`config.mk`:
```
export PLATFORM = sky130hd
export DESIGN_NAME = asrv32_test_monitor
export DESIGN_NICKNAME = d
export VERILOG_FILES = /design/src/rtl/asrv32_monitor_pkg.sv /design/src/rtl/asrv32_trace_fifo.sv /design/src/rtl/asrv32_test_monitor.sv
export SDC_FILE = /design/constraint.sdc
export NUM_CORES = 2
export LEC_CHECK = 0
export ABC_AREA = 1
export BUFFER_PORTS_ARGS = -buffer_cell sky130_fd_sc_hd__buf_2
export CORE_UTILIZATION = 40
export DETAILED_ROUTE_END_ITERATION = 6
export MAX_ROUTING_LAYER = met4
export SYNTH_ARGS = -nofsm -noshare
export SYNTH_HDL_FRONTEND = slang
export SYNTH_HIERARCHICAL = 1
export SYNTH_SLANG_ARGS = --single-unit
```
`constraint.sdc`:
```
create_clock -name clk -period 10.27 [get_ports clk]
set_clock_uncertainty 0.05 [all_clocks]
set_input_delay 2.054 -clock clk [delete_from_list [all_inputs] [get_ports clk]]
set_output_delay 2.054 -clock clk [all_outputs]
set_load 0.1 [all_outputs]
```
`src/rtl/asrv32_monitor_pkg.sv`:
```
// ---------------------------------------------------------------------------
// asrv32_monitor_pkg
// Shared definitions for the asrv32 run-control / trace monitor:
//   - verdict encodings reported on o_status
//   - trace event type encodings
//   - SYSTEM instruction encodings that end a test program
//   - trace entry layout stored in the trace FIFO
//   - monitor FSM state type
//   - verdict helper implementing the riscv-tests exit convention
// ---------------------------------------------------------------------------
package asrv32_monitor_pkg;

  localparam logic [2:0] STATUS_RUNNING = 3'd0;
  localparam logic [2:0] STATUS_PASS    = 3'd1;
  localparam logic [2:0] STATUS_FAIL    = 3'd2;
  localparam logic [2:0] STATUS_UNKNOWN = 3'd3;
  localparam logic [2:0] STATUS_TIMEOUT = 3'd4;

  localparam logic TRACE_REG = 1'b0;
  localparam logic TRACE_MEM = 1'b1;

  localparam logic [31:0] INST_EBREAK = 32'h0010_0073;
  localparam logic [31:0] INST_ECALL  = 32'h0000_0073;

  typedef struct packed {
    logic        ttype;
    logic [31:0] addr;
    logic [31:0] data;
    logic [3:0]  mask;
  } trace_entry_t;

  typedef enum logic [1:0] {
    ST_RUN   = 2'd0,
    ST_DRAIN = 2'd1,
    ST_DONE  = 2'd2
  } mon_state_t;

  // A program only counts as a riscv-tests exit when the magic value is
  // present; the result register then separates pass from fail.
  function automatic logic [2:0] exit_verdict(input logic [31:0] exit_val,
                                              input logic [31:0] result_val,
                                              input logic [31:0] magic);
    logic [2:0] verdict;
    verdict = STATUS_UNKNOWN;
    if (exit_val == magic) begin
      verdict = (result_val == 32'd0) ? STATUS_PASS : STATUS_FAIL;
    end
    return verdict;
  endfunction

endpackage

```
`src/rtl/asrv32_trace_fifo.sv`:
```
// ---------------------------------------------------------------------------
// asrv32_trace_fifo
// Dual-push, single-pop first-word-fall-through FIFO for trace entries.
// Ports:
//   clk, rst_n          clock, asynchronous active-low reset
//   push_a / entry_a    first push of the cycle (written at the write pointer)
//   push_b / entry_b    second push (written after entry_a when both push)
//   pop                 remove the head entry (ignored when empty)
//   head                current head entry, valid while empty == 0
//   empty               no entries stored
//   free_slots          free entries before this cycle's pushes and pop
// The caller must never request more pushes than free_slots allows.
// ---------------------------------------------------------------------------
module asrv32_trace_fifo
  import asrv32_monitor_pkg::*;
#(
  parameter int TRACE_DEPTH = 16
) (
  input  logic                           clk,
  input  logic                           rst_n,
  input  logic                           push_a,
  input  trace_entry_t                   entry_a,
  input  logic                           push_b,
  input  trace_entry_t                   entry_b,
  input  logic                           pop,
  output trace_entry_t                   head,
  output logic                           empty,
  output logic [$clog2(TRACE_DEPTH):0]   free_slots
);

  localparam int AW = $clog2(TRACE_DEPTH);

  trace_entry_t  mem [TRACE_DEPTH];
  logic [AW-1:0] wr_ptr;
  logic [AW-1:0] rd_ptr;
  logic [AW:0]   count;
  logic [1:0]    n_push;
  logic          do_pop;

  assign n_push = {1'b0, push_a} + {1'b0, push_b};
  assign do_pop = pop && (count != '0);

  // Entry storage; entry_b lands one slot after entry_a when both are pushed.
  always_ff @(posedge clk) begin
    if (push_a) begin
      mem[wr_ptr] <= entry_a;
    end
    if (push_b) begin
      mem[push_a ? wr_ptr + AW'(1) : wr_ptr] <= entry_b;
    end
  end

  // Pointers wrap naturally at TRACE_DEPTH (a power of two); the occupancy
  // counter is one bit wider so a full FIFO is distinguishable from empty.
  always_ff @(posedge clk or negedge rst_n) begin
    if (!rst_n) begin
      wr_ptr <= '0;
      rd_ptr <= '0;
      count  <= '0;
    end else begin
      wr_ptr <= wr_ptr + AW'(n_push);
      if (do_pop) begin
        rd_ptr <= rd_ptr + AW'(1);
      end
      count <= count + (AW+1)'(n_push) - (AW+1)'(do_pop);
    end
  end

  assign head       = mem[rd_ptr];
  assign empty      = (count == '0);
  assign free_slots = (AW+1)'(TRACE_DEPTH) - count;

endmodule

```
`src/rtl/asrv32_test_monitor.sv`:
```
// ---------------------------------------------------------------------------
// asrv32_test_monitor
// Run-control and trace monitor beside the asrv32 core. Snoops register
// writes, data-memory writes and the fetch stream; queues write events in a
// trace FIFO, detects program end, evaluates the riscv-tests exit convention
// and reports a sticky verdict.
// Ports:
//   clk, rst_n                     clock, asynchronous active-low reset
//   i_iaddr, i_inst, i_inst_valid  fetch stream
//   i_rd_we/addr/data              base-register write port
//   i_mem_we/addr/data/mask        data-memory write port
//   o_trace_valid/type/addr/data/mask, i_trace_ready   trace FIFO head / pop
//   o_drop_count                   events lost to a full FIFO (saturating)
//   o_cycle_count                  RUN cycles elapsed (saturating)
//   o_status                       0 RUNNING, 1 PASS, 2 FAIL, 3 UNKNOWN, 4 TIMEOUT
//   o_exit_code                    result register >> 1, latched at halt
//   o_done                         verdict final and trace drained
// ---------------------------------------------------------------------------
module asrv32_test_monitor
  import asrv32_monitor_pkg::*;
#(
  parameter int unsigned MEMORY_DEPTH   = 8192,
  parameter int unsigned TRACE_DEPTH    = 16,
  parameter int unsigned TIMEOUT_CYCLES = 100000,
  parameter int unsigned EXIT_REG       = 17,
  parameter logic [31:0] EXIT_MAGIC     = 32'h5d,
  parameter int unsigned RESULT_REG     = 10
) (
  input  logic        clk,
  input  logic        rst_n,
  input  logic [31:0] i_iaddr,
  input  logic [31:0] i_inst,
  input  logic        i_inst_valid,
  input  logic        i_rd_we,
  input  logic [4:0]  i_rd_addr,
  input  logic [31:0] i_rd_data,
  input  logic        i_mem_we,
  input  logic [31:0] i_mem_addr,
  input  logic [31:0] i_mem_data,
  input  logic [3:0]  i_mem_mask,
  output logic        o_trace_valid,
  output logic        o_trace_type,
  output logic [31:0] o_trace_addr,
  output logic [31:0] o_trace_data,
  output logic [3:0]  o_trace_mask,
  input  logic        i_trace_ready,
  output logic [15:0] o_drop_count,
  output logic [31:0] o_cycle_count,
  output logic [2:0]  o_status,
  output logic [30:0] o_exit_code,
  output logic        o_done
);

  localparam int   AW         = $clog2(TRACE_DEPTH);
  localparam logic TIMEOUT_EN = (TIMEOUT_CYCLES != 0);

  mon_state_t   state, state_nx;
  logic         running;
  logic         mem_ev, reg_ev;
  logic         push_mem, push_reg;
  logic [1:0]   n_drop;
  logic [AW:0]  free_slots;
  logic         fifo_empty;
  trace_entry_t mem_entry, reg_entry, head;
  logic [31:0]  exit_shadow, result_shadow;
  logic [31:0]  exit_eff, result_eff;
  logic         timeout_hit, halt;
  logic [16:0]  drop_sum;

  assign running = (state == ST_RUN);
  assign mem_ev  = running && i_mem_we;
  assign reg_ev  = running && i_rd_we && (i_rd_addr != 5'd0);

  assign mem_entry = '{ttype: TRACE_MEM, addr: i_mem_addr, data: i_mem_data, mask: i_mem_mask};
  assign reg_entry = '{ttype: TRACE_REG, addr: {27'd0, i_rd_addr}, data: i_rd_data, mask: 4'b1111};

  // Memory event has first claim on free slots; anything that does not fit
  // is counted as dropped. Free space excludes this cycle's pop.
  always_comb begin
    push_mem = 1'b0;
    push_reg = 1'b0;
    n_drop   = 2'd0;
    if (mem_ev) begin
      if (free_slots != '0) push_mem = 1'b1;
      else                  n_drop   = n_drop + 2'd1;
    end
    if (reg_ev) begin
      if (free_slots > (AW+1)'(push_mem)) push_reg = 1'b1;
      else                                n_drop   = n_drop + 2'd1;
    end
  end

  // Bypass so a register write in the halt cycle takes part in the verdict.
  assign exit_eff   = (reg_ev && i_rd_addr == 5'(EXIT_REG))   ? i_rd_data : exit_shadow;
  assign result_eff = (reg_ev && i_rd_addr == 5'(RESULT_REG)) ? i_rd_data : result_shadow;

  assign timeout_hit = TIMEOUT_EN && (({1'b0, o_cycle_count} + 33'd1) == 33'(TIMEOUT_CYCLES));
  assign halt = running &&
                ((i_inst_valid && (i_inst == INST_EBREAK || i_inst == INST_ECALL)) ||
                 (i_iaddr >= 32'(MEMORY_DEPTH - 4)) ||
                 timeout_hit);

  asrv32_trace_fifo #(.TRACE_DEPTH(TRACE_DEPTH)) u_fifo (
    .clk        (clk),
    .rst_n      (rst_n),
    .push_a     (push_mem),
    .entry_a    (mem_entry),
    .push_b     (push_reg),
    .entry_b    (reg_entry),
    .pop        (i_trace_ready),
    .head       (head),
    .empty      (fifo_empty),
    .free_slots (free_slots)
  );

  // FSM state register.
  always_ff @(posedge clk or negedge rst_n) begin
    if (!rst_n) state <= ST_RUN;
    else        state <= state_nx;
  end

  // FSM next state: halt ends the run, then wait for the trace to drain.
  always_comb begin
    state_nx = state;
    case (state)
      ST_RUN:   if (halt)       state_nx = ST_DRAIN;
      ST_DRAIN: if (fifo_empty) state_nx = ST_DONE;
      ST_DONE:  state_nx = ST_DONE;
      default:  state_nx = ST_RUN;
    endcase
  end

  assign drop_sum = {1'b0, o_drop_count} + 17'(n_drop);

  // Counters, shadows and the verdict; the verdict is written only on the
  // halt edge and then holds until reset.
  always_ff @(posedge clk or negedge rst_n) begin
    if (!rst_n) begin
      o_cycle_count <= '0;
      o_drop_count  <= '0;
      exit_shadow   <= '0;
      result_shadow <= '0;
      o_status      <= STATUS_RUNNING;
      o_exit_code   <= '0;
    end else begin
      o_drop_count <= drop_sum[16] ? 16'hFFFF : drop_sum[15:0];
      if (running) begin
        if (o_cycle_count != 32'hFFFF_FFFF) o_cycle_count <= o_cycle_count + 32'd1;
        exit_shadow   <= exit_eff;
        result_shadow <= result_eff;
        if (halt) begin
          o_status    <= timeout_hit ? STATUS_TIMEOUT
                                     : exit_verdict(exit_eff, result_eff, EXIT_MAGIC);
          o_exit_code <= result_eff[31:1];
        end
      end
    end
  end

  // Head fields are forced to zero while nothing is queued so stale storage
  // never leaks onto the outputs.
  assign o_trace_valid = !fifo_empty;
  assign o_trace_type  = o_trace_valid ? head.ttype : 1'b0;
  assign o_trace_addr  = o_trace_valid ? head.addr  : 32'd0;
  assign o_trace_data  = o_trace_valid ? head.data  : 32'd0;
  assign o_trace_mask  = o_trace_valid ? head.mask  : 4'd0;
  assign o_done        = (state == ST_DONE);

endmodule

```
# --- Word-level counts from Yosys, hierarchy flattened ---
# Memory sizes are Yosys's and may differ from the RTL's.
# Cells that the tools add are included.
totals:
  ramBits: 1104
  inputBits: 175
  wordCells: 82
  register_bits: 161
  output_inout_bits: 153
  n_memories: 1
mem_list:
  columns: ["memory", "words", "word_bits", "rd", "rd_clocked_by_memory_dff", "wr", "line", "text"]
  rows:
  - ["u_fifo.mem", 16, 69, 1, 0, 2, "asrv32_trace_fifo.sv:33", "trace_entry_t mem [TRACE_DEPTH];"]
op_classes:
  n_lt_le_gt_ge: 2
  n_addsub: 11
  reduce_logical: 21
  eq_ne: 11
  n_mux: 26
op_table:
  columns: ["cell", "n"]
  rows:
  - ["32-bit 2-to-1 mux", 4]
  - ["32-bit by 7-bit equality test with 1-bit output (second input constant)", 2]
  - ["32-bit by 1-bit adder with 33-bit output (second input constant)", 1]
  - ["33-bit by 17-bit equality test with 1-bit output (second input constant)", 1]
  - ["32-bit by 1-bit adder with 32-bit output (second input constant)", 1]
  - ["32-bit by 21-bit equality test with 1-bit output (second input constant)", 1]
  - ["32-bit by 13-bit greater-or-equal comparator with 1-bit output (second input constant)", 1]
  - ["32-bit zero test", 1]
  - ["32-bit != test (second input constant)", 1]
  - ["16-bit by 2-bit adder with 17-bit output", 1]
  - ["16-bit 2-to-1 mux", 1]
  - ["5-bit nonzero test", 3]
  - ["2-bit 2-to-1 mux", 7]
  - ["1-bit 2-to-1 mux", 10]
  - ["4-bit by 1-bit adder with 4-bit output (second input constant)", 2]
  - ["1-bit logical AND", 8]
  - ["4-bit 2-to-1 mux", 2]
  - ["2-bit case mux with 3 select lines", 1]
  - ["2-bit AND reduction", 3]
  - ["5-bit by 2-bit adder with 5-bit output", 1]
  - ["5-bit by 4-bit equality test with 1-bit output (second input constant)", 1]
  - ["5-bit equality test (second input constant)", 1]
  - ["5-bit by 1-bit > comparator with 1-bit output", 1]
  - ["5-bit zero test", 1]
  - ["other kinds (13)", 15]

# --- Depth between registers and ports, before layout ---
depth:
  depth_word: 10
  ltp_mapped: 26
  mapped_depth_nobuf: 26

# --- Hierarchy ---
# Netlist, hierarchy kept.
modules_own_cells:
  columns: ["mod", "cells_per_inst", "area_per_inst_um2", "instances", "seq_area_each_um2"]
  rows:
  - ["asrv32_trace_fifo", 8188, 66363.6, 1, 33477.1]
  - ["asrv32_test_monitor", 1198, 8311.7, 1, 3703.6]

# --- Worst setup path before layout ---
# OpenSTA, ideal clock, no wires.
synth_timing:
  kind: "in2reg"
  startpoint: "input i_mem_we"
  endpoint: "memory u_fifo/mem[3][0] (netlist name), enable pin"
  setup_ps: 591
  t_required_ps: 9629
  n_path_buf: 1
  cell_stages: 5
  arrival_time_ps: 7361
  slack_ps: 2268
  path_cell_list: "nand3_1 -> inv_1 -> buf_4 -> nand2_2 -> o21ai_0"
synth_lines:
  columns: ["element", "line", "text"]
  rows:
  - ["from (decl)", "asrv32_test_monitor.sv:37", "input logic i_mem_we,"]
  - ["to (decl)", "asrv32_trace_fifo.sv:33", null]

# --- Worst setup path after layout ---
layout_timing:
  startpoint: "register u_fifo.rd_ptr[0]"
  endpoint: "output o_trace_addr[0]"
layout_via:
  elab_chain_len: 2
layout_rtl:
  columns: ["element", "line", "text"]
  rows:
  - ["from (decl)", "asrv32_trace_fifo.sv:35", "logic [AW-1:0] rd_ptr;"]
  - ["from (signal assigned)", "asrv32_trace_fifo.sv:63", "rd_ptr <= rd_ptr + AW'(1);"]
  - ["memory read 16 x 69 bit", null, null]
  - ["named net head[36]", "asrv32_test_monitor.sv:64", "trace_entry_t mem_entry, reg_entry, head;"]
  - ["32-bit 2-to-1 mux", "asrv32_test_monitor.sv:164", "assign o_trace_addr = o_trace_valid ? head.addr : 32'd0;"]
  - ["to (decl)", "asrv32_test_monitor.sv:43", "output logic [31:0] o_trace_addr,"]
# The timed path passes the listed nets, and every way through them passes these cells.

==> metrics.md <==
| Metric | Value |
|---|---|
| Routed len/inst | 22.99 um |
| Post-synthesis mux area share | 0% |
| Critical path arrival | 5900 ps |
| Top_reg_cell synth | edfxtp_1 |
| Die X | 434.1 um |
| Maximum VDD drop | 0.0004832 V |
| Fill cells | 18440 |
| Overflow after GRT | 0 |
| CTS tree | yes |
| Tmin final | 8002 ps |
| Via count | 67100 |
| Compound-Gate Fraction of Synth Area | 7.548% |
| Worst-skew pair later-pin latency | 800 ps |
| Largest net degree at the start of global routing | 217 |
| Nets@finish | 9246 |
| Register area share after synthesis | 49.79% |
| Layout cell share with drive strength beyond 1 | 7.950% |
| CTS hold repair buffers | 0 |
| Placed cell count | 11380 |
| Cts repair resizes | 0 |
| Vias in the first global route | 62860 |
| Worst setup SP type | register |
| Post-synth EDFFs | 1104 |
| Syn. warnings | 6 |
| Min-Delay Path Class | reg -> reg |
| RePlAce Congestion | 0.9209 |
| Postcts setup bufs | 0 |
| Cts bufs inserted | 143 |
| Syn Area/Cell | 7.956 sq um |
| Power density over the cells | 301.0 nW/um^2 |
| Post-synthesis cell type count | 45 |
| CP Capture Type | output port |
| Post-synth ARST share | 12.73% |
| Worst-path fanout max | 82 |
| Cells after Synth | 9386 |
| Status | complete, no violations |
| DRT iter0 DRCs | 7532 |
| Worst Path Required | 8170 ps |
| Synthesis-to-layout area growth | 8.389% |
| Clock Pin Slew Worst Setup and Hold Paths | 60 ps |
| GRT Util Overall | 28.70% |
| Area of the core | 185400 sq um |
| #FFs+latches synth | 1265 |
| Post-DP Area | 76350 sq um |
| HPWL after DPL | 139900 um |
| Largest family of logic cells by synthesized area | simple AND/OR/NAND/NOR gates |
| Fin util | 43.65% |
| I/O Buffers | 324 |
| Worst hold margin | 418.8 ps |
| Starting Density | 40.27% |
| CTS H-tree depth | 4 |
| Worst slew margin | 15.42% |
| Drt first pass iters | 7 |
| Worst-case clock buffer depth | 3 |
| Fin. Hold Viols | 0 |
| CTS Root Cell | clkbuf_16 |
| Max-cap violations | 0 |
| Synth Area in Simple Gates | 33.40% |
| Worst slew pin tran | 1269 ps |
| IO Pins | 328 |
| Vias per cell | 5.748 |
| Final setup vio count | 0 |
| Layout Cells excl Fill | 11670 |
| Post-DRT Antenna Nets | 0 |
| Final instance area | 80940 sq um |
| Pins Over Slew Limit | 0 |
| Setup_tns | 0 ps |
| Crit path kind | reg -> out |
| Initial antenna violation count | 38 |
| Post-Synth Adder-Cell Area | 0.5328% |
| # DRC | 0 |
| DIE AREA | 188400 sq um |
| P_leak | 34.14 nW |
| First-pass GRT wire length | 398500 um |
| Max Fclk | 125.0 MHz |
| Cell Area, Synth | 74680 sq um |
| Unrepaired setup endpoints after global routing | false |
| DIE HEIGHT | 434.1 um |
| Site row count | 158 |
| Post-Route WL | 268400 um |
| Post-synthesis xor/xnor area fraction | 0.2580% |
| CTS sink cnt | 1265 |
| Tcrit/Tclk final | 77.91% |
-- kinds of logic after synthesis --
logic type               Yosys count
AND/OR/NAND/NOR                 5824
buffers and inverters           1420
XOR/XNOR                          22
flip-flops                      1265
adder cells (fa/ha/maj)           30
other                              2
AO/OA/AOI/OAI                    823
-- layout make-up --
| type | count | area (sq um) | share of cell area, % |
|---|---|---|---|
| flip-flops and latches | 1265 | 37200 | 45.95 |
| multi-input cells | 6732 | 31670 | 39.13 |
| clock buffers | 195 | 4053 | 5.007 |
| repair buffers | 440 | 2636 | 3.257 |
| diodes | 35 | 87.58 | 0.1082 |
| well taps | 2480 | 3103 | 3.834 |
| clock inverters | 66 | 446.7 | 0.5519 |
| inverters | 459 | 1745 | 2.156 |
-- report_power, final --
group	switching, mW	internal, mW
sequential	0.376	6.36
combinational	10.4	2.23
clock	2.15	2.88
total	12.9	11.5
-- sequential cells by signal, summed over array words and instances (netlist names) --
| signal | flops |
|---|---|
| o_cycle_count | 32 |
| result_shadow | 32 |
| exit_shadow | 32 |
| u_fifo/mem | 1104 |
| u_fifo/count | 5 |
| u_fifo/rd_ptr | 4 |
| o_exit_code | 31 |
| u_fifo/wr_ptr | 4 |
| state | 2 |
| o_drop_count | 16 |
| o_status | 3 |
-- critical path: stages, from the launching register on --
cell	delay, ps
dfrtp_4	980
buf_4	820
buf_4	980
buf_4	730
nor2_1	120
nor2_1	100
o21ai_0	90
nand3_1	140
nand3_1	160
nand2_1	120
inv_1	50
nor2_1	190
buf_2	490
-- cell usage after synthesis (all sizes together), types with 19 or more instances --
| cell | n | area [sq um] |
|---|---|---|
| nand3 | 1126 | 5690 |
| edfxtp | 1104 | 33150 |
| o21ai | 230 | 1207 |
| o211ai | 19 | 142.6 |
| o21bai | 553 | 4151 |
| buf | 596 | 3224 |
| dfrtp | 161 | 4029 |
| clkbuf | 365 | 1370 |
| ha | 27 | 337.8 |
| nand2 | 3658 | 13760 |
| nor2 | 448 | 1784 |
| nand4 | 565 | 3535 |
| inv | 458 | 1719 |
-- path summary, 6_finish.rpt --
path,from,end,slack [ps],cells past startpoint
min in group asynchronous,rst_n,o_drop_count[13]$_DFF_PN0_,1330,1
max,u_fifo/rd_ptr[0]$_DFFE_PN0P_,o_trace_addr[0],2270,12
min,exit_shadow[28]$_DFFE_PN0N_,exit_shadow[28]$_DFFE_PN0N_,420,2
max reg2reg,u_fifo/count[2]$_DFF_PN0_,u_fifo/mem[2][25]$_DFFE_PP_,3350,20
max in group asynchronous,rst_n,o_exit_code[18]$_DFFE_PN0P_,7340,2
min reg2reg,exit_shadow[28]$_DFFE_PN0N_,exit_shadow[28]$_DFFE_PN0N_,420,2
-- stage by stage --
step / setup slack, ps / total power [mW]
3_5_place_dp: 3097 / 19.23
6_report: 2268 / 24.36
5_1_grt: 1947 / 25.39
2_1_floorplan: 2268 / 16.05
4_1_cts: 2260 / 24.24
3_3_place_gp: 3099 / 19.10
-- cell usage in the layout, fill, tap and decap left out, types with 17 or more instances in the layout --
master / instances
dfrtp_1: 157
buf_4: 105
diode_2: 35
o21bai_1: 553
buf_2: 323
o21ai_1: 17
clkbuf_16: 150
nand2_1: 3646
inv_1: 451
o21ai_0: 190
conb_1: 33
nand3_1: 1109
o211ai_1: 19
clkinv_2: 18
nand4_1: 565
nor2_1: 430
clkbuf_1: 32
clkinv_1: 34
ha_1: 26
edfxtp_1: 1104
-- layer usage --
layer	up-vias	wire length, um	GRT usage [%]
met5	-	0	-
met4	0	11310	12.97
met3	641	25520	4.582
met2	3581	126100	45.88
met1	32270	105500	35.74
li1	30610	-	-
(Power assumes the default switching activity.)
